## src/rtl/gps_spi_bridge.sv

```systemverilog
// GPS baseband sample packer with a word FIFO and a framed SPI master toward the MCU.
// MCU_SCK is the inverted system clock gated by a registered enable, so it rises mid bit cell.
module gps_spi_bridge #(
   parameter int unsigned NCH         = 2,
   parameter int unsigned SAMPLE_BITS = 2,
   parameter int unsigned WORD_BITS   = 16,
   parameter int unsigned FIFO_DEPTH  = 4,
   parameter int unsigned SS_HOLD     = 2
) (
   input  logic                                MCU_CLK,
   input  logic                                RESET_N,
   input  logic [NCH*SAMPLE_BITS-1:0]          GPS_DATA,
   input  logic                                GPS_STROBE,
   input  logic                                SELF_TEST,
   input  logic                                DATAREADY,
   output logic                                MCU_SCK,
   output logic                                MCU_SS,
   output logic                                MCU_MOSI,
   output logic                                OVERFLOW,
   output logic [$clog2(FIFO_DEPTH+1)-1:0]     FIFO_LEVEL
);

   localparam int unsigned S  = NCH * SAMPLE_BITS;
   localparam int unsigned K  = WORD_BITS / S;
   localparam int unsigned KW = (K > 1) ? $clog2(K) : 1;
   localparam int unsigned AW = $clog2(FIFO_DEPTH);
   localparam int unsigned LW = $clog2(FIFO_DEPTH + 1);
   localparam int unsigned BW = $clog2(WORD_BITS);
   localparam int unsigned HW = $clog2(SS_HOLD + 1);

   typedef enum logic [1:0] {
      S_IDLE  = 2'd0,
      S_SHIFT = 2'd1,
      S_HOLD  = 2'd2
   } state_t;

   // packer state
   logic [S-1:0]          r_stcnt;
   logic [KW-1:0]         r_cnt;
   logic [WORD_BITS-1:0]  r_pack;

   // fifo state
   logic [WORD_BITS-1:0]  r_mem [FIFO_DEPTH];
   logic [AW-1:0]         r_wr;
   logic [AW-1:0]         r_rd;
   logic [LW-1:0]         r_level;
   logic                  r_ovf;

   // shifter state
   state_t                r_state;
   logic [WORD_BITS-1:0]  r_shreg;
   logic [BW-1:0]         r_bit;
   logic [HW-1:0]         r_hold;
   logic                  r_sck_en;
   logic                  r_ss;
   logic                  r_mosi;

   logic [S-1:0]          w_src;
   logic [WORD_BITS-1:0]  w_pack_next;
   logic [WORD_BITS-1:0]  w_head;
   logic                  w_push;
   logic                  w_full;
   logic                  w_empty;
   logic                  w_pop;
   logic                  w_wr_en;

   assign w_src       = SELF_TEST ? r_stcnt : GPS_DATA;
   assign w_pack_next = (r_pack << S) | WORD_BITS'(w_src);
   assign w_push      = GPS_STROBE && (r_cnt == KW'(K - 1));
   assign w_full      = (r_level == LW'(FIFO_DEPTH));
   assign w_empty     = (r_level == LW'(0));
   assign w_pop       = (r_state == S_IDLE) && !w_empty && DATAREADY;
   // a full FIFO still takes a word when the shifter pops on the same edge
   assign w_wr_en     = w_push && (!w_full || w_pop);
   assign w_head      = r_mem[r_rd];

   // sample packer and self-test counter
   always_ff @(posedge MCU_CLK) begin
      if (!RESET_N) begin
         r_stcnt <= '0;
         r_cnt   <= '0;
         r_pack  <= '0;
      end else begin
         if (!SELF_TEST)
            r_stcnt <= '0;
         else if (GPS_STROBE)
            r_stcnt <= r_stcnt + S'(1);
         if (GPS_STROBE) begin
            r_pack <= w_pack_next;
            r_cnt  <= w_push ? KW'(0) : r_cnt + KW'(1);
         end
      end
   end

   // fifo storage: contents are meaningless while level is 0, so no reset
   always_ff @(posedge MCU_CLK) begin
      if (w_wr_en)
         r_mem[r_wr] <= w_pack_next;
   end

   // fifo pointers, level and sticky overflow
   always_ff @(posedge MCU_CLK) begin
      if (!RESET_N) begin
         r_wr    <= '0;
         r_rd    <= '0;
         r_level <= '0;
         r_ovf   <= 1'b0;
      end else begin
         if (w_wr_en)
            r_wr <= r_wr + AW'(1);
         if (w_pop)
            r_rd <= r_rd + AW'(1);
         if (w_wr_en && !w_pop)
            r_level <= r_level + LW'(1);
         else if (!w_wr_en && w_pop)
            r_level <= r_level - LW'(1);
         if (w_push && !w_wr_en)
            r_ovf <= 1'b1;
      end
   end

   // SPI frame shifter
   always_ff @(posedge MCU_CLK) begin
      if (!RESET_N) begin
         r_state  <= S_IDLE;
         r_shreg  <= '0;
         r_bit    <= '0;
         r_hold   <= '0;
         r_sck_en <= 1'b0;
         r_ss     <= 1'b1;
         r_mosi   <= 1'b0;
      end else begin
         case (r_state)
            S_IDLE: begin
               if (w_pop) begin
                  r_shreg  <= w_head << 1;
                  r_mosi   <= w_head[WORD_BITS-1];
                  r_bit    <= BW'(WORD_BITS - 1);
                  r_ss     <= 1'b0;
                  r_sck_en <= 1'b1;
                  r_state  <= S_SHIFT;
               end
            end
            S_SHIFT: begin
               if (r_bit == BW'(0)) begin
                  r_sck_en <= 1'b0;
                  r_mosi   <= 1'b0;
                  r_ss     <= 1'b1;
                  r_hold   <= HW'(SS_HOLD);
                  r_state  <= S_HOLD;
               end else begin
                  r_mosi  <= r_shreg[WORD_BITS-1];
                  r_shreg <= r_shreg << 1;
                  r_bit   <= r_bit - BW'(1);
               end
            end
            S_HOLD: begin
               r_hold <= r_hold - HW'(1);
               if (r_hold == HW'(1))
                  r_state <= S_IDLE;
            end
            default: r_state <= S_IDLE;
         endcase
      end
   end

   assign MCU_SCK    = ~MCU_CLK & r_sck_en;
   assign MCU_SS     = r_ss;
   assign MCU_MOSI   = r_mosi;
   assign OVERFLOW   = r_ovf;
   assign FIFO_LEVEL = r_level;

endmodule

```

## config.mk

```make
export PLATFORM = sky130hd
export DESIGN_NAME = gps_spi_bridge
export DESIGN_NICKNAME = d
export VERILOG_FILES = /design/src/rtl/gps_spi_bridge.sv
export SDC_FILE = /design/constraint.sdc
export NUM_CORES = 1
export LEC_CHECK = 0
export CAP_MARGIN = 5
export CORE_UTILIZATION = 45
export DETAILED_ROUTE_END_ITERATION = 8
export SYNTH_ARGS = -nofsm -noshare
export SYNTH_HDL_FRONTEND = slang
export SYNTH_SLANG_ARGS = --single-unit
```

## constraint.sdc

```tcl
create_clock -name MCU_CLK -period 2.78 [get_ports MCU_CLK]
set_input_delay 0.556 -clock MCU_CLK [delete_from_list [all_inputs] [get_ports MCU_CLK]]
set_output_delay 0.556 -clock MCU_CLK [all_outputs]
set_load 0.005 [all_outputs]
```

# ---- Word-level counts from Yosys, hierarchy flattened
# Memories as Yosys holds them, arrays and structs flattened. A register that Yosys moved wholly into a read port is not among the register bits.
# Index checks and enable logic that the tools add are counted.
dict set report totals {
  regBits 53
  ramBits 64
  output_inout_bits 7
  elab_cells 87
  mem_count 1
}
# name depth width rd rd_ports_with_merged_regs wr line_no
set mem_list {}
lappend mem_list {r_mem 4 16 1 1 1 43} ;# logic [WORD_BITS-1:0] r_mem [FIFO_DEPTH];
dict set report classes {
  add_sub_neg 8
  n_eq_ne 9
  mux 28
  n_bitwise 3
  n_reduce_logical 24
}
# operator n
set op_table {}
lappend op_table {{two-way mux 16 bit} 2}
lappend op_table {{case mux 16 bit (2 select lines)} 1}
lappend op_table {{bitwise OR 16 x 4 -> 16 bit} 1}
lappend op_table {{two-way mux 2 bit} 6}
lappend op_table {{two-way mux 4 bit} 3}
lappend op_table {{AND reduction 3 bit} 3}
lappend op_table {{two-way mux 1 bit} 8}
lappend op_table {{!= test 2 bit (second input constant)} 4}
lappend op_table {{case mux 4 bit (2 select lines)} 1}
lappend op_table {{logical AND 1 bit} 7}
lappend op_table {{adder 2 x 1 -> 2 bit (second input constant)} 3}
lappend op_table {{two-way mux 3 bit} 2}
lappend op_table {{case mux 1 bit (2 select lines)} 3}
lappend op_table {{case mux 2 bit (3 select lines)} 1}
lappend op_table {{AND reduction 2 bit} 3}
lappend op_table {{nonzero test 2 bit} 3}
lappend op_table {{adder 4 x 1 -> 4 bit (second input constant)} 1}
lappend op_table {{equality test 2 x 1 -> 1 bit (second input constant)} 2}
lappend op_table {{equality test 2 bit (second input constant)} 2}
lappend op_table {{zero test 1 bit} 4}
lappend op_table {{zero test 4 bit} 1}
lappend op_table {{case mux 2 bit (2 select lines)} 1}
lappend op_table {{subtractor 4 x 1 -> 4 bit (second input constant)} 1}
lappend op_table {{adder 3 x 1 -> 3 bit (second input constant)} 1}
lappend op_table {{8 further kinds} 8}

# ---- Logic depth before layout (Yosys ltp)
# Gate-level depths: netlist of run 1.
dict set report logic_depth {
  word_depth 10
  mapped_depth 9
}

==> results.txt, run 1 <==
----------------------------------------------------
[Global routing]
  Initial antenna violation count ... 0
  Overall Global Routing Usage ... 0.178
  Vias in the first global route ... 2932
  Global-route wire length before repair ... 14500 microns
  Largest net degree at the start of global routing ... 51
  Final global-route overflow total ... 0
  M3 GR Usage ... 0.0631
  Met2 Track Usage GR ... 0.267
  Met1 global-route usage ... 0.227
  Most Crowded Layer GR ... met2

[Routing]
  Detailed-router iteration count before antenna repair ... 4
  Antenna Violating Nets Remaining ... 0
  Via count ... 2783
  Via-per-instance ratio ... 5.18
  DRC violations left ... 0
  Detail-routed net length per standard cell ... 16.0 microns
  Overall routed net length ... 8580 microns
  Number of DRC markers after the initial detailed-route iteration ... 93

[Critical path]
  Critical Path Fanout Max ... 2
  Worst path required time ... 2.22 ns
  Crit path max-delay family ... buffers and inverters
  Most frequent CP cell ... sky130_fd_sc_hd__clkbuf_8
  Slowest cell on crit path ... sky130_fd_sc_hd__dlygate4sd2_1
  Endpoint kind of the worst setup timing path ... output port
  Worst Reg-to-Reg Cells ... 8
  WP buf/inv ... 3
  Worst-case register-to-register setup slack ... 0.38 ns
  Kind of start point of the critical path ... clock port
  R2R Path End ... FIFO_LEVEL[2]$_SDFFE_PN0P_
  WP data arrival ... 1.94 ns
  Cells along the critical path ... clkbuf_8 > clkbuf_8 > nor2b_1 > dlygate4sd2_1
  Worst Path Class, Setup ... clock port to output port
  Worst flop-to-flop path startpoint ... FIFO_LEVEL[2]$_SDFFE_PN0P_
  Worst stage delay on the critical path ... 0.23 ns

[Synthesis]
  Synthesized instance count ... 358
  Number of nets produced by synthesis ... 377
  Dominant register cell in the synthesized netlist ... sky130_fd_sc_hd__edfxtp_1
  Summed instance area of the synthesized netlist ... 4830 sq um
  Number of enable flip-flop cells after synthesis ... 64
  Area share of the largest cell type after synthesis ... 0.398
  Number of distinct library cells after synthesis ... 44
  Share of the yosys chip area belonging to registers ... 0.622
  Synthesized area per cell ... 13.5 sq um
  Fraction of synthesis flops using an asynchronous set or reset pin ... 0
  Count of synthesis-stage warnings from yosys ... 0
  Largest area contributor in the netlist ... sky130_fd_sc_hd__edfxtp_1
  Post-synthesis sequential element count ... 118
  Largest cells by area after synthesis ... sky130_fd_sc_hd__edfxtp_1 (40%), sky130_fd_sc_hd__dfxtp_1 (22%), sky130_fd_sc_hd__mux2i_1 (8.5%)

[Timing]
  Final Hold Fails ... 0
  Final hold slack ... 0.457 ns
  Remaining max-slew budget at the tightest pin ... 0.486
  Setup repair after global routing missed its margin ... no
  Measured slew at the worst slew-check pin ... 0.770 ns
  Number of setup violations in the final report ... 0
  Total count of max-transition violations in the final report ... 0
  Worst setup skew after layout ... 0.00952 ns
  Final setup slack of the worst path ... 0.286 ns
  Sum of negative setup slack ... 0 ns

[Clock tree]
  Worst skew pair latency ... 0.61 ns
  TritonCTS clock tree ... done
  Post-CTS setup buffer count ... 0
  Register clock-pin slew on the reported worst setup and hold paths ... 0.06 ns

[Hold path]
  Worst min-delay path startpoint ... r_sck_en$_SDFFE_PN0P_
  Number of instances on the worst hold path ... 2
  Hold Crit Class ... flip-flop to flip-flop
  Hold EP ... r_sck_en$_SDFFE_PN0P_

[Run status]
  Status ... complete, no violations

[Floorplan]
  Starting density of the core ... 0.465
  Core Box Area ... 10400 sq um
  Number of placement rows ... 37
  Die Area ... 11100 sq um
  Io pins ... 16
  DIE HEIGHT ... 106 microns
  Die width ... 106 microns

[Placement]
  Final weighted congestion of routability-driven global placement ... 0.734
  Estimated wirelength of the detail-placed design ... 5210 microns
  Number of buffer cells added on primary ports ... 15
  Worst setup timing slack at the placement stage ... -0.170 ns
  Area of placed instances ... 5180 sq um

[Layout]
  Antenna diode count ... 0
  Top library cells by usage in the layout, fill and taps aside ... sky130_fd_sc_hd__edfxtp_1 (64), sky130_fd_sc_hd__dfxtp_1 (54), sky130_fd_sc_hd__mux2i_1 (41), sky130_fd_sc_hd__nand3_1 (22), sky130_fd_sc_hd__nand2_1 (19)
  Combined area of the multi-input logic cells ... 1670 sq um
  Most common cell after layout, fill and taps aside ... sky130_fd_sc_hd__edfxtp_1
  Relative area change from synthesis to final layout ... 20.3%
  Share of final-layout standard cells stronger than drive strength 1 ... 0.150
  Area taken by flip-flops and latches ... 3000 sq um
  Nets@finish ... 407
  Post-route cell area ... 5810 sq um
  Filler cells ... 878

[Pwr]
  Clock network fraction of design power ... 0.387
  Internal cell power ... 4110 uW
  Sequential fraction of design power ... 0.389
  Net switching fraction of the power ... 0.280
  Worst VDD drop ... 0.561 mV
  Net switching component of the power ... 1600 uW
  Static leakage ... 0.00211 uW
  Cell area power density ... 984 nW/um^2
  Total Power Consumption ... 5710 uW
  Share of total power in combinational logic ... 0.224

[Run]
  Max capacitance violation total ... 0

----------------------------------------------------
## worst min-delay path, stage by stage, from the launching register on
cell and delay [ns]:
sky130_fd_sc_hd__dfxtp_1 0.30, sky130_fd_sc_hd__nand2_1 0.04, sky130_fd_sc_hd__a21boi_0 0.06
## routing by layer
layer / part of all wire / vias up
met2: 0.46 / 46
met4: 0.020 / 0
met3: 0.041 / 16
met1: 0.48 / 1348
li1: - / 1373
met5: 0 / -
## worst max-delay path by stage
stage / from / end / slack, ns / cells after the start
5_1_grt: FIFO_LEVEL[2]$_SDFFE_PN0P_ / FIFO_LEVEL[2]$_SDFFE_PN0P_ / 0.23 / 8
3_5_place_dp: DATAREADY / FIFO_LEVEL[2]$_SDFFE_PN0P_ / -0.17 / 9
6_report: MCU_CLK / MCU_SCK / 0.29 / 4
4_1_cts: MCU_CLK / MCU_SCK / 0.27 / 4
2_1_floorplan: DATAREADY / FIFO_LEVEL[2]$_SDFFE_PN0P_ / 0.33 / 8
3_3_place_gp: DATAREADY / FIFO_LEVEL[2]$_SDFFE_PN0P_ / -0.1 / 9
## sequential cells by signal (all words and copies together) (netlist names), 2 cells and up, named ones only
name and flops:
r_wr 2, r_state 2, r_bit 4, FIFO_LEVEL 3
r_mem 64, r_rd 2, r_stcnt 4, r_pack 12
r_cnt 2, r_hold 2, r_shreg 15
## cells in the mapped netlist (all sizes together), types with 2 or more instances
master / n
a21boi: 5
a21oi: 7
and2: 10
buf: 14
clkbuf: 5
dfxtp: 54
edfxtp: 64
ha: 9
inv: 8
mux2: 4
mux2i: 41
mux4: 7
nand2: 21
nand2b: 2
nand3: 22
nor2: 11
nor2b: 18
nor3b: 2
o211a: 2
o211ai: 9
o21a: 2
o21ai: 10
o22ai: 9
or3: 2
xnor2: 5
xor2: 3
## cell families (layout without fill, tap and decap cells)
group / after synthesis / after routing / share of synthesized area
compound gates: 47 / 47 / 0.0700
xor+xnor: 8 / 8 / 0.0145
fa+ha+maj: 10 / 10 / 0.0275
buf+inv: 28 / 71 / 0.0314
flops: 118 / 118 / 0.622
mux: 52 / 52 / 0.127
simple gates: 95 / 95 / 0.107
## metrics by stage
step | utilization | std cells
finish | 0.560 | 537
detailed placement | 0.500 | 502
global placement | 0.500 | 502
floorplan | - | 358
CTS | 0.560 | 537
global route | 0.560 | 537
## area by class of cell
| type | count | share of cell area |
|---|---|---|
| sequential | 118 | 0.517 |
| multi-input combinational | 212 | 0.288 |
| tap | 136 | 0.0293 |
| timing repair buffer | 26 | 0.0504 |
| inverter | 9 | 0.00582 |
| clock buffer | 30 | 0.0983 |
| clock inverter | 6 | 0.0110 |
## power groups by stage
| stage | sequential (uW) | clock (uW) | combinational, uW |
|---|---|---|---|
| 3_5_place_dp | 2250 | 12.5 | 1290 |
| 4_1_cts | 2220 | 2250 | 1300 |
| 6_report | 2220 | 2210 | 1280 |
| 2_1_floorplan | 2200 | 4.44 | 1100 |
| 5_1_grt | 2250 | 2330 | 1440 |
| 3_3_place_gp | 2240 | 12.5 | 1270 |
## repair_timing
item,4_1_cts,5_1_grt
gates resized for setup,1,0
hold buffers,0,0
endpoints found under the setup margin,1,0
Power figures use the tool's default switching activity.
==> run 2: changes to the inputs <==
--- a/config.mk
+++ b/config.mk
@@ -6,8 +6,10 @@
 export NUM_CORES = 1
 export LEC_CHECK = 0
 export CAP_MARGIN = 5
+export CORE_MARGIN = 1.5
 export CORE_UTILIZATION = 45
 export DETAILED_ROUTE_END_ITERATION = 8
+export GPL_ROUTABILITY_DRIVEN = 0
 export SYNTH_ARGS = -nofsm -noshare
 export SYNTH_HDL_FRONTEND = slang
 export SYNTH_SLANG_ARGS = --single-unit
==> results.txt, run 2 (synthesis gave the netlist of run 1 again) <==
----------------------------------------------------
[Routing]
  Via count ... 2772
  Number of DRC markers after the initial detailed-route iteration ... 130
  DRC violations left ... 0
  Antenna Violating Nets Remaining ... 0
  Via-per-instance ratio ... 5.14
  Overall routed net length ... 8770 microns
  Detailed-router iteration count before antenna repair ... 4
  Detail-routed net length per standard cell ... 16.3 microns

[Clock tree]
  Register clock-pin slew on the reported worst setup and hold paths ... 0.06 ns
  TritonCTS clock tree ... done
  Worst skew pair latency ... 0.61 ns
  Count of hold-fix buffers inserted at cts ... 0

[Critical path]
  Worst stage delay on the critical path ... 0.23 ns
  Kind of start point of the critical path ... clock port
  WP data arrival ... 1.94 ns
  Worst path required time ... 2.22 ns
  Worst-case register-to-register setup slack ... 0.34 ns
  Critical Path Fanout Max ... 2
  Most frequent CP cell ... sky130_fd_sc_hd__clkbuf_8
  Cells along the critical path ... clkbuf_8 > clkbuf_8 > nor2b_1 > dlygate4sd2_1
  Endpoint kind of the worst setup timing path ... output port
  Slowest cell on crit path ... sky130_fd_sc_hd__dlygate4sd2_1
  Worst Path Class, Setup ... clock port to output port

[Global routing]
  Overall Global Routing Usage ... 0.175
  Global-route wire length before repair ... 14200 microns
  Largest net degree at the start of global routing ... 38
  Vias in the first global route ... 2805
  Final global-route overflow total ... 0
  Initial antenna violation count ... 0

[Timing]
  Measured slew at the worst slew-check pin ... 0.698 ns
  Sum of negative setup slack ... 0 ns
  Setup repair after global routing missed its margin ... no
  Total count of max-transition violations in the final report ... 0
  Final setup slack of the worst path ... 0.279 ns
  Final Hold Fails ... 0
  Number of setup violations in the final report ... 0
  Remaining max-slew budget at the tightest pin ... 0.534
  Worst setup skew after layout ... 0.00877 ns

[Floorplan]
  Io pins ... 16
  Starting density of the core ... 0.465
  DIE HEIGHT ... 107 microns
  Core Box Area ... 10400 sq um
  Die width ... 107 microns
  Number of placement rows ... 37
  Die Area ... 11400 sq um

[Layout]
  Top library cells by usage in the layout, fill and taps aside ... sky130_fd_sc_hd__edfxtp_1 (64), sky130_fd_sc_hd__dfxtp_1 (54), sky130_fd_sc_hd__mux2i_1 (41), sky130_fd_sc_hd__nand3_1 (22), sky130_fd_sc_hd__nand2_1 (19)
  Antenna diode count ... 0
  Filler cells ... 846
  Max reg flops ... 64
  Most common cell after layout, fill and taps aside ... sky130_fd_sc_hd__edfxtp_1
  Nets@finish ... 409
  Share of final-layout standard cells stronger than drive strength 1 ... 0.161
  Relative area change from synthesis to final layout ... 21.3%
  Top reg by flops ... r_mem
  Regs by FF count ... r_mem (64), r_shreg (15), r_pack (12)

[Placement]
  Number of buffer cells added on primary ports ... 15
  Worst setup timing slack at the placement stage ... -0.188 ns
  Estimated wirelength of the detail-placed design ... 5490 microns

[Pwr]
  Cell area power density ... 1010 nW/um^2
  Worst VDD drop ... 0.552 mV
  Static leakage ... 0.00214 uW

[Run]
  Max capacitance violation total ... 0

[Run status]
  Status ... complete, no violations

[Hold path]
  Hold Crit Class ... flip-flop to flip-flop

----------------------------------------------------
-- run 2: changes by cell type in the layout (fill, tap and decap cells not counted), sizes merged --
cell    previous run  this run
buf               12        14
bufinv             1         4
clkbuf            29        22
clkinv             4         5
inv                8        11
-- run 2: critical path: cells and delay by family --
family / cells / cell delay [ns]
buffers and inverters: 3 / 0.46
AND/OR/NAND/NOR: 1 / 0.09
-- run 2: final timing paths --
| path | startpoint | endpoint | cells after the start |
|---|---|---|---|
| max | MCU_CLK | MCU_SCK | 4 |
| min | r_sck_en$_SDFFE_PN0P_ | r_sck_en$_SDFFE_PN0P_ | 2 |
| max reg2reg | FIFO_LEVEL[2]$_SDFFE_PN0P_ | FIFO_LEVEL[2]$_SDFFE_PN0P_ | 8 |
| min reg2reg | r_sck_en$_SDFFE_PN0P_ | r_sck_en$_SDFFE_PN0P_ | 2 |
-- run 2: power by group --
part / total (uW) / internal (uW) / leakage (uW) / switching, uW
logic: 1260 / 606 / 0.000783 / 656
clock network: 2390 / 1590 / 0.000331 / 801
registers: 2260 / 2050 / 0.00102 / 208
total: 5910 / 4240 / 0.00214 / 1660
-- run 2: cell type report --
class | count | area, sq um | area share
Clock inverter | 13 | 196 | 0.0336
Multi-Input combinational cell | 212 | 1670 | 0.286
Tap cell | 136 | 170 | 0.0291
Sequential cell | 118 | 3000 | 0.513
Inverter | 9 | 33.8 | 0.00577
Timing Repair Buffer | 28 | 295 | 0.0505
Clock buffer | 23 | 482 | 0.0823
-- run 2: repair_timing --
item	4_1_cts	5_1_grt
setup endpoints to repair	1	0
buffers inserted	0	0
resized for setup	1	0
-- run 2: metrics by stage --
stage / hold WS (ns) / power (uW) / instance area [sq um] / instances / util
finish: 0.457 / 5910 / 5850 / 539 / 0.564
global route: 0.487 / 6210 / 5850 / 539 / 0.564
CTS: 0.460 / 5970 / 5850 / 539 / 0.564
detailed placement: 0.452 / 3570 / 5180 / 504 / 0.500
global placement: 0.444 / 3530 / 5180 / 504 / 0.500
floorplan: 0.439 / 3310 / 4830 / 358 / -
-- run 2: layer usage --
layer  up-vias  wire, microns  GRT usage
li1       1378              -          -
met1      1337           4090      0.212
met2        46           4190      0.273
met3        11            359     0.0730
met4         0            128     0.0771
met5         -              0          0
==> run 3: changes to the inputs <==
--- a/config.mk
+++ b/config.mk
@@ -5,7 +5,7 @@
 export SDC_FILE = /design/constraint.sdc
 export NUM_CORES = 1
 export LEC_CHECK = 0
-export CAP_MARGIN = 5
+export CAP_MARGIN = 15
 export CORE_MARGIN = 1.5
 export CORE_UTILIZATION = 45
 export DETAILED_ROUTE_END_ITERATION = 8
==> results of run 3 <==
Final layout, timing and power as in run 2 (identical DEF).
